[src/rtl/note_scroller.sv]
// Multi-lane note engine: per-slot scroll, hit/whiff/miss/drop judgement and a saturating score.
// Latency 1 (all outputs registered); no backpressure, every input pulse is consumed in its cycle.
module note_scroller #(
  parameter int LANES    = 4,
  parameter int SLOTS    = 4,
  parameter int POS_W    = 11,
  parameter int SCREEN_H = 1080,
  parameter int TARGET_Y = 900,
  parameter int HIT_WIN  = 40
) (
  input  logic                           clk,
  input  logic                           rst,
  input  logic                           frame,
  input  logic [2:0]                     speed,
  input  logic [LANES-1:0]               spawn,
  input  logic [LANES-1:0]               press,
  output logic [LANES*SLOTS*POS_W-1:0]   pos,
  output logic [LANES*SLOTS-1:0]         valid,
  output logic [LANES-1:0]               hit,
  output logic [LANES-1:0]               miss,
  output logic [LANES-1:0]               whiff,
  output logic [LANES-1:0]               drop,
  output logic [15:0]                    score
);

  localparam int N = LANES * SLOTS;
  localparam logic [POS_W:0]   LIM    = (POS_W+1)'(SCREEN_H);
  localparam logic [POS_W-1:0] WIN_LO = POS_W'(TARGET_Y - HIT_WIN);
  localparam logic [POS_W-1:0] WIN_HI = POS_W'(TARGET_Y + HIT_WIN);

  logic [POS_W-1:0] pos_q [N];
  logic [POS_W-1:0] pos_d [N];
  logic [N-1:0]     valid_d;
  logic [LANES-1:0] hit_d, miss_d, whiff_d, drop_d;
  logic [15:0]      score_d;
  logic [16:0]      tot;
  logic [POS_W:0]   sum;
  logic             found, placed;
  int               best;

  always_comb begin
    for (int i = 0; i < N; i++) pos_d[i] = pos_q[i];
    valid_d = valid;
    hit_d   = '0;
    miss_d  = '0;
    whiff_d = '0;
    drop_d  = '0;
    tot     = {1'b0, score};
    sum     = '0;
    found   = 1'b0;
    placed  = 1'b0;
    best    = 0;
    for (int l = 0; l < LANES; l++) begin
      // Press: strict '>' keeps the lowest index on equal positions.
      found = 1'b0;
      best  = 0;
      if (press[l]) begin
        for (int s = 0; s < SLOTS; s++) begin
          if (valid[l*SLOTS+s] && pos_q[l*SLOTS+s] >= WIN_LO && pos_q[l*SLOTS+s] <= WIN_HI &&
              (!found || pos_q[l*SLOTS+s] > pos_q[l*SLOTS+best])) begin
            found = 1'b1;
            best  = s;
          end
        end
        if (found) begin
          valid_d[l*SLOTS+best] = 1'b0;
          hit_d[l] = 1'b1;
          tot = tot + 17'd1;
        end else begin
          whiff_d[l] = 1'b1;
        end
      end
      // Frame: valid_d already excludes the slot just hit.
      if (frame) begin
        for (int s = 0; s < SLOTS; s++) begin
          if (valid_d[l*SLOTS+s]) begin
            sum = {1'b0, pos_q[l*SLOTS+s]} + (POS_W+1)'(speed);
            if (sum >= LIM) begin
              valid_d[l*SLOTS+s] = 1'b0;
              miss_d[l] = 1'b1;
            end else begin
              pos_d[l*SLOTS+s] = sum[POS_W-1:0];
            end
          end
        end
      end
      // Spawn only into slots free at cycle start, so freed slots wait a cycle.
      placed = 1'b0;
      if (spawn[l]) begin
        for (int s = 0; s < SLOTS; s++) begin
          if (!valid[l*SLOTS+s] && !placed) begin
            placed = 1'b1;
            valid_d[l*SLOTS+s] = 1'b1;
            pos_d[l*SLOTS+s] = '0;
          end
        end
        if (!placed) drop_d[l] = 1'b1;
      end
    end
    score_d = tot[16] ? 16'hFFFF : tot[15:0];
  end

  always_ff @(posedge clk or negedge rst) begin
    if (!rst) begin
      for (int i = 0; i < N; i++) pos_q[i] <= '0;
      valid <= '0;
      hit   <= '0;
      miss  <= '0;
      whiff <= '0;
      drop  <= '0;
      score <= '0;
    end else begin
      for (int i = 0; i < N; i++) pos_q[i] <= pos_d[i];
      valid <= valid_d;
      hit   <= hit_d;
      miss  <= miss_d;
      whiff <= whiff_d;
      drop  <= drop_d;
      score <= score_d;
    end
  end

  for (genvar i = 0; i < N; i++) begin : g_pos
    assign pos[i*POS_W +: POS_W] = pos_q[i];
  end

endmodule

[config.mk]
export PLATFORM = sky130hd
export DESIGN_NAME = note_scroller
export DESIGN_NICKNAME = d
export VERILOG_FILES = /design/src/rtl/note_scroller.sv
export SDC_FILE = /design/constraint.sdc
export NUM_CORES = 1
export LEC_CHECK = 0
export CAP_MARGIN = 20
export CORE_MARGIN = 2
export CORE_UTILIZATION = 40
export CTS_CLUSTER_SIZE = 8
export DETAILED_ROUTE_END_ITERATION = 8
export PLACE_DENSITY = 0.59
export SKIP_LAST_GASP = 1
export SLEW_MARGIN = 20
export SYNTH_ARGS = -nofsm -noshare
export SYNTH_HDL_FRONTEND = slang
export SYNTH_SLANG_ARGS = --single-unit
[constraint.sdc]
create_clock -name clk -period 8.3 [get_ports clk]
set_clock_uncertainty 0.1 [all_clocks]
set_input_delay 1.66 -clock clk [delete_from_list [all_inputs] [get_ports clk]]
set_output_delay 1.66 -clock clk [all_outputs]
set_load 0.05 [all_outputs]
Word level (Yosys, flattened, before mapping)
Cells that the tools add are included.
Widths: inputs -> output; s select.

storage, ports and cells
  flip-flop bits (word level) = 224
  bits of input ports = 14
  output and inout bits = 224
  logic and storage cells = 587

cells by class
  add/subtract/negate cells = 32
  $lt $le $gt $ge = 80
  mux-type cells = 325
  bitwise gates (word level) = 20
  reductions and logical operators = 108

operators by type and width
  kind                   count
  $mux 32                28
  $mux 11                72
  $bmux 11 s4            12
  $ge 32x5->1 const B    12
  $not 32->32            12
  $mux 44                8
  $add 5x32->32 const A  8
  $add 11x3->12          16
  $ge 12x11->1 const B   16
  $ge 11x10->1 const B   16
  $le 11x10->1 const B   16
  $mux 1                 176
  $mux 16                9
  $mux 17                8
  $gt 11x11->1           12
  $add 4x32->32 const A  4
  $ge 32x1->1 const B    4
  $lt 32x6->1 const B    4
  $and 16x16->16         4
  $not 16->16            4
  $logic_and 1x1->1      60
  $add 17x1->17 const B  3
  $logic_not 1->1        36
  $mux 4                 8
  other kinds (3)        17

Longest topological paths before layout
Gate-level depths: netlist (run 1).

  depth in word-level cells = 65
  depth in mapped cells = 47
  mapped depth without buffers = 43

Worst setup path before layout (run 1)
Ideal clock, no wire load.

  kind = register to register
  from = register pos_q, in the netlist pos[133]
  to = register pos_q, in the netlist pos[175]
  library setup time = 119 ps
  arrival = 9019 ps
  required time = 8081 ps
  setup slack = -938 ps
  stages on the path, launching flop included = 46
  buffers on the path = 5
  period minus slack after synthesis = 9238 ps
  path through = dfrtp_1 inv_1 ha_1 nor2b_1 o21a_1 o21a_1 o21a_1 o21a_1 o21a_1 o21a_1 o21a_1 o211ai_1 a31o_2 clkbuf_1 clkbuf_1 nor2_1 a21oi_1 ha_1 [10 not listed] clkbuf_1 clkbuf_1 o21ai_0 ha_1 nor2b_1 o21a_1 o21a_1 o21a_1 o21a_1 o21a_1 o21a_1 o21a_1 o21ai_0 a21oi_1 a2111oi_0 clkbuf_1 a21boi_0 o21a_1

RTL lines
  item             line  source
  start, declared  31    logic [POS_W-1:0] pos_q [N];

==> results of run 1 <==
==> how the worst min path moves through the flow <==
stage	from	to	slack [ns]	depth (start not counted)
floorplan	pos[45]	pos[45]	0.60	2
global placement	valid[11]	valid[11]	0.42	1
detailed placement	valid[11]	valid[11]	0.42	1
CTS	valid[11]	valid[11]	0.44	1
global route	valid[11]	valid[11]	0.47	1
finish	valid[11]	valid[11]	0.43	1
==> worst register-to-register path, delay by kind of cell (launching register included) <==
kind,cells,cell delay [ns]
multiplexers,1,0.17
AO/OA/AOI/OAI,29,4.92
AND/OR/NAND/NOR,9,1.33
buffers and inverters,2,0.24
adder cells (fa/ha/maj),3,0.77
flip-flops,1,0.40
==> what timing repair did <==
| item | 4_1_cts | 5_1_grt |
|---|---|---|
| resized for setup | 0 | 57 |
| setup endpoints to repair | 0 | 132 |
| hold buffers | 0 | 0 |
| buffers inserted | 0 | 23 |
==> cell usage in the layout (no fill, tap or decap), types with 8 or more instances in the layout <==
master,count
inv_1,124
nand3b_1,10
buf_4,79
nor2_1,234
nor4_1,12
nand4b_1,13
and3_1,23
a21oi_2,9
a31oi_1,33
xnor2_1,124
a21o_1,29
clkbuf_1,12
mux2i_1,54
xor2_1,44
a31o_2,8
nor2b_1,50
clkbuf_16,37
o22ai_1,8
fa_1,16
o21a_1,82
nor3_1,77
dfrtp_1,217
nor3b_1,9
or3_1,26
o31ai_1,33
and2_1,18
a21oi_1,117
mux2_2,11
clkdlybuf4s50_1,236
o21ai_0,130
or2_2,16
nand3_1,101
nand2b_1,23
o21ai_1,10
nand2_2,12
nand4_1,73
o211a_1,9
ha_1,181
nand2_1,250
o211ai_1,46
==> power by group through the flow <==
| stage | Sequential [mW] | Combinational [mW] | Clock (mW) |
|---|---|---|---|
| floorplan | 2.64 | 2.29 | 0 |
| finish | 1.96 | 4.52 | 1.35 |
| global placement | 1.96 | 4.29 | 0 |
| global route | 2.02 | 4.93 | 1.43 |
| detailed placement | 1.97 | 4.38 | 0 |
| CTS | 1.95 | 4.41 | 1.39 |
==> kinds of logic (layout without fill, tap and decap cells) <==
family / Yosys count / after routing
AOI/OAI and AO/OA: 614 / 614
xor gates and xnor gates: 171 / 171
adders and majority gates: 200 / 200
buffers and inverters: 261 / 513
DFF: 224 / 224
muxes: 70 / 70
and+or+nand+nor: 998 / 999
==> sequential cells by signal, summed over array words and instances (netlist names) <==
signal / count
drop: 4
hit: 4
pos: 176
score: 16
miss: 4
whiff: 4
valid: 16
==> metrics by stage <==
step	setup slack (ns)	hold slack, ns	util	instance area [µm²]	TNS, ns
CTS	0.0550	0.437	0.486	24800	0
global route	-0.0253	0.471	0.495	25300	-0.124
finish	0.326	0.433	0.495	25300	0
detailed placement	0.0931	0.421	0.467	23800	0
floorplan	0.00450	0.597	-	20600	0
global placement	0.170	0.423	0.467	23800	0
==> cell type report <==
class,instances,share of cell area
repair buffers,329,0.124
multi-input cells,2054,0.561
well taps,680,0.0337
inverters,134,0.0202
flip-flops and latches,224,0.222
clock buffers,50,0.0390
==> routing by layer <==
metal | up-vias | global-route usage | share of wire
met5 | - | 0 | 0
met4 | 0 | 0.0685 | 0.022
met3 | 95 | 0.0400 | 0.062
met2 | 557 | 0.377 | 0.44
met1 | 9686 | 0.350 | 0.47
li1 | 9591 | - | -
==> out/results.ini, run 1 <==
[timing]
drv_slew=0
finalCritPeriodShare=0.961
rsz0062_at_grt=yes
fmax_mhz=125
setup_viol=0
worst_pin_slew_ns=1.06
finalHoldViolCount=0
maxSlewHeadroom=0.288
period_minus_slack_ns=7.97

[cts]
cts_root_buf=clkbuf_16
numCtsBuffers=34
cts.sinks=224
cts_tree=done
path_clk_slew_ns=0.05
clk_latency_ns=0.55
cts.path.max_buffers=3
cts_max_level=2

[synth]
synthTopCellsByArea=dfrtp_1 27%, ha_1 11%, xnor2_1 5.3%, nand2_1 4.6%, nor2_1 4.3%
synth-seq-area-share=0.273
ys_async_sr_fraction=1.00
synth_cell_types=101
synthSimpleGateAreaFrac=0.241
synth_top_family_by_area=simple AND/OR/NAND/NOR gates
synthXorXnorAreaFrac=0.0739
netlist_area_um2=20600
ys_top_cells_by_count=252 x nand2_1, 238 x nor2_1, 224 x dfrtp_1
yosysMostFrequentCell=nand2_1
synth_mux_area_frac=0.0353
syn_area_per_cell_um2=8.10
ys_warn_count=0
syn_nets=2752
ys_ff_latch=224
synth_top_cell_area_share=0.273
yosysTopAreaCell=dfrtp_1
synth_fa_ha_area_frac=0.127
ys.flop_type=dfrtp_1
syn_inst=2538
synth_compound_area_frac=0.199
synth_edf_count=0

[layout]
nNetsFinal=2991
antenna_cells=0
drive_gt1_frac=0.0946
multi_input_area_um2=14200
instances_no_fill=3471
n_fill_cell=4923
seq_area_um2=5610
area_growth_pct=22.8

[grt]
grt_start_max_net_pins=149
antenna_found_initial=1
track_usage=0.244
grt_pass1_vias=18900
gr-total-overflow=0
grt_pass1_wl_um=105000

[critical_path]
crit_type=reg -> reg
arrival_ns=8.34
worst_path_max_delay_cell=o41a_1
critPathRequiredTime_ns=8.66
cp.depth=44
critical-path-top-delay-family=compound AO/OA/AOI/OAI gates
critPathLaunchType=register
critPathMaxFanout=6
rrSetupSlack_ns=0.33
reg2reg_from=pos[45]
max_stage_delay_ns=0.49
r2r_end=pos[49]
crit_path_start=pos[45]
crit_top_cell=o21a_1
crit_end=pos[49]
reg2reg_depth=44
cp-end-kind=register
path_buf_inv=2

[pwr]
powerDensity_nw_per_um2=310
p_leak_nw=10.5
p_sw_frac=0.485
intPower_mw=4.03
p_sw_mw=3.79
pwr-share-comb=0.577
finalPower_mw=7.83
ir_drop_mv=0.197
pwr-share-seq=0.250
clock_power_share=0.173

[floorplanning]
core-area_um2=51100
dieArea_um2=53300
num_rows=83
die_width_um=231
initial_core_util=0.403
ios=238
die_y_um=231

[drt]
drt_first_pass_iters=5
first_iter_violations=1302
viasPerCell=5.74
wl_um=66800
ant_nets=0
wl_per_cell_um=19.2
drcViolationCount=0
vias=19900

[place]
gp_congestion=0.950
post-dp-hpwl_um=49100
io_buffers=237
post-place-cells=3394

[flow_run]
cap_violations=0

[worst_hold_path]
worstHoldPathType=reg -> reg

[outcome]
status=completed

No activity file was read; power rests on OpenSTA's default activity.
==> inputs of run 2 (changes only) <==
--- a/config.mk
+++ b/config.mk
@@ -10,7 +10,9 @@
 export CORE_UTILIZATION = 40
 export CTS_CLUSTER_SIZE = 8
 export DETAILED_ROUTE_END_ITERATION = 8
+export MAX_ROUTING_LAYER = met4
 export PLACE_DENSITY = 0.59
+export REMOVE_ABC_BUFFERS = 1
 export SKIP_LAST_GASP = 1
 export SLEW_MARGIN = 20
 export SYNTH_ARGS = -nofsm -noshare
==> out/results.ini, run 2 (synthesized netlist as in run 1, its figures left out) <==
[drt]
viasPerCell=5.78
drt_first_pass_iters=5
first_iter_violations=1584
wl_um=69100
vias=19900
wl_per_cell_um=20.0
ant_nets=0
drcViolationCount=0

[grt]
grt_start_max_net_pins=118
track_usage=0.258
grt_pass1_wl_um=107000
gr-total-overflow=0
antenna_found_initial=0
grt_pass1_vias=18700

[pwr]
p_leak_nw=10.5
p_sw_mw=3.80
clock_power_share=0.168
pwr-share-comb=0.577
intPower_mw=3.94
ir_drop_mv=0.204
pwr-share-seq=0.255
p_sw_frac=0.491
powerDensity_nw_per_um2=309

[worst_hold_path]
holdPathStages=1
hold_path_startpoint=valid[11]
worstHoldPathType=reg -> reg
hold_end=valid[11]

[timing]
drv_slew=0
setup_viol=0
finalHoldViolCount=0
holdWs_ns=0.424
rsz0062_at_grt=yes
fin_setup_tns_ns=0
worst_pin_slew_ns=0.951
finalCritPeriodShare=0.962
fmax_mhz=125
period_minus_slack_ns=7.98
maxSlewHeadroom=0.366
finalWorstSetupSlack_ns=0.317

[layout]
largest_register_ff_count=176
antenna_cells=0
instances_no_fill=3451
nNetsFinal=2980
drive_gt1_frac=0.0884
area_growth_pct=21.9
final_common_cell=nand2_1
finalCoreUtilization=0.491
final_cell_mix=249 x nand2_1, 237 x nor2_1, 236 x clkdlybuf4s50_1

[place]
post-dp-hpwl_um=50200
io_buffers=237
post-place-cells=3382
gp_congestion=0.953
place_ws_ns=-0.00224

[critical_path]
critPathLaunchType=register
rrSetupSlack_ns=0.32
crit_top_cell=o21a_1
critical-path-top-delay-family=compound AO/OA/AOI/OAI gates
path_buf_inv=2
reg2reg_depth=44
critPathRequiredTime_ns=8.66
worst_path_max_delay_cell=o41a_1
arrival_ns=8.34
crit_type=reg -> reg
max_stage_delay_ns=0.47
cp-end-kind=register
critPathMaxFanout=4
r2r_end=pos[49]
reg2reg_from=pos[45]

[cts]
numCtsBuffers=34
cts_tree=done
clk_latency_ns=0.56
cts_root_buf=clkbuf_16
cts.sinks=224
path_clk_slew_ns=0.06
cts_max_level=2
ctsHoldBuffers=0
cts.path.max_buffers=3

[floorplanning]
core-area_um2=51100
dieArea_um2=53300
ios=238
num_rows=83
die_width_um=231
die_y_um=231
initial_core_util=0.403

[flow_run]
cap_violations=0

[outcome]
status=completed

-- run 2: cell types whose count changed in the layout (fill, tap and decap cells not counted), moves of 3 or more --
| cell | change |
|---|---|
| clkbuf_1 | -10 |
| buf_4 | -8 |
| dfrtp_1 | +6 |
| dfrtp_2 | -6 |
| nor2_1 | +3 |
| nor2_2 | -3 |
| o21ai_1 | +3 |
-- run 2: what timing repair did --
action                                  CTS  global route
gates resized for setup                   1            60
endpoints found under the setup margin    5           160
cloned                                    0             5
buffers inserted                          1            22
pin swaps                                 1            18
-- run 2: worst max path at each step --
stage / depth (start not counted) / end / from / slack (ns)
after global placement: 44 / pos[49] / pos[45] / 0.13
after floorplan: 40 / pos[175] / pos[133] / -1.60
after CTS: 37 / pos[127] / pos[89] / 0.02
after global routing: 45 / pos[49] / pos[45] / -0.07
final: 44 / pos[49] / pos[45] / 0.32
after detailed placement: 43 / pos[50] / pos[45] / -0.002
-- run 2: per-layer routing --
metal	vias up	wire length [µm]	track usage
li1	9602	-	-
met1	9687	32200	0.349
met2	535	31900	0.406
met3	108	3310	0.0309
met4	0	1690	0.0772
met5	-	0	-
-- run 2: per-stage QoR --
step           instance area, µm²  power [mW]
2_1_floorplan               20000        4.86
3_3_place_gp                23700        6.26
3_5_place_dp                23700        6.33
4_1_cts                     24600        7.67
5_1_grt                     25100        8.28
6_report                    25100        7.74
-- run 2: power groups by stage --
| stage | registers, mW | clock network, mW | logic [mW] |
|---|---|---|---|
| final | 1.98 | 1.30 | 4.46 |
| after global placement | 1.97 | 0 | 4.28 |
| after floorplan | 2.76 | 0 | 2.10 |
| after detailed placement | 1.98 | 0 | 4.35 |
| after CTS | 1.97 | 1.33 | 4.37 |
| after global routing | 2.03 | 1.37 | 4.88 |
-- run 2: cell type report --
cell class / count / area (µm²)
Tap cell: 680 / 851
Fill cell: 5019 / 26000
Sequential cell: 224 / 5610
Clock inverter: 4 / 38.8
Clock buffer: 37 / 883
Multi-Input combinational cell: 2054 / 14200
Timing Repair Buffer: 318 / 3030
Inverter: 134 / 507
==> inputs of run 3 (changes only) <==
--- a/config.mk
+++ b/config.mk
@@ -18,3 +18,4 @@
 export SYNTH_ARGS = -nofsm -noshare
 export SYNTH_HDL_FRONTEND = slang
 export SYNTH_SLANG_ARGS = --single-unit
+export TNS_END_PERCENT = 100
==> results of run 3 <==
Same layout as run 2: the final DEF is identical, and so are final timing and power.
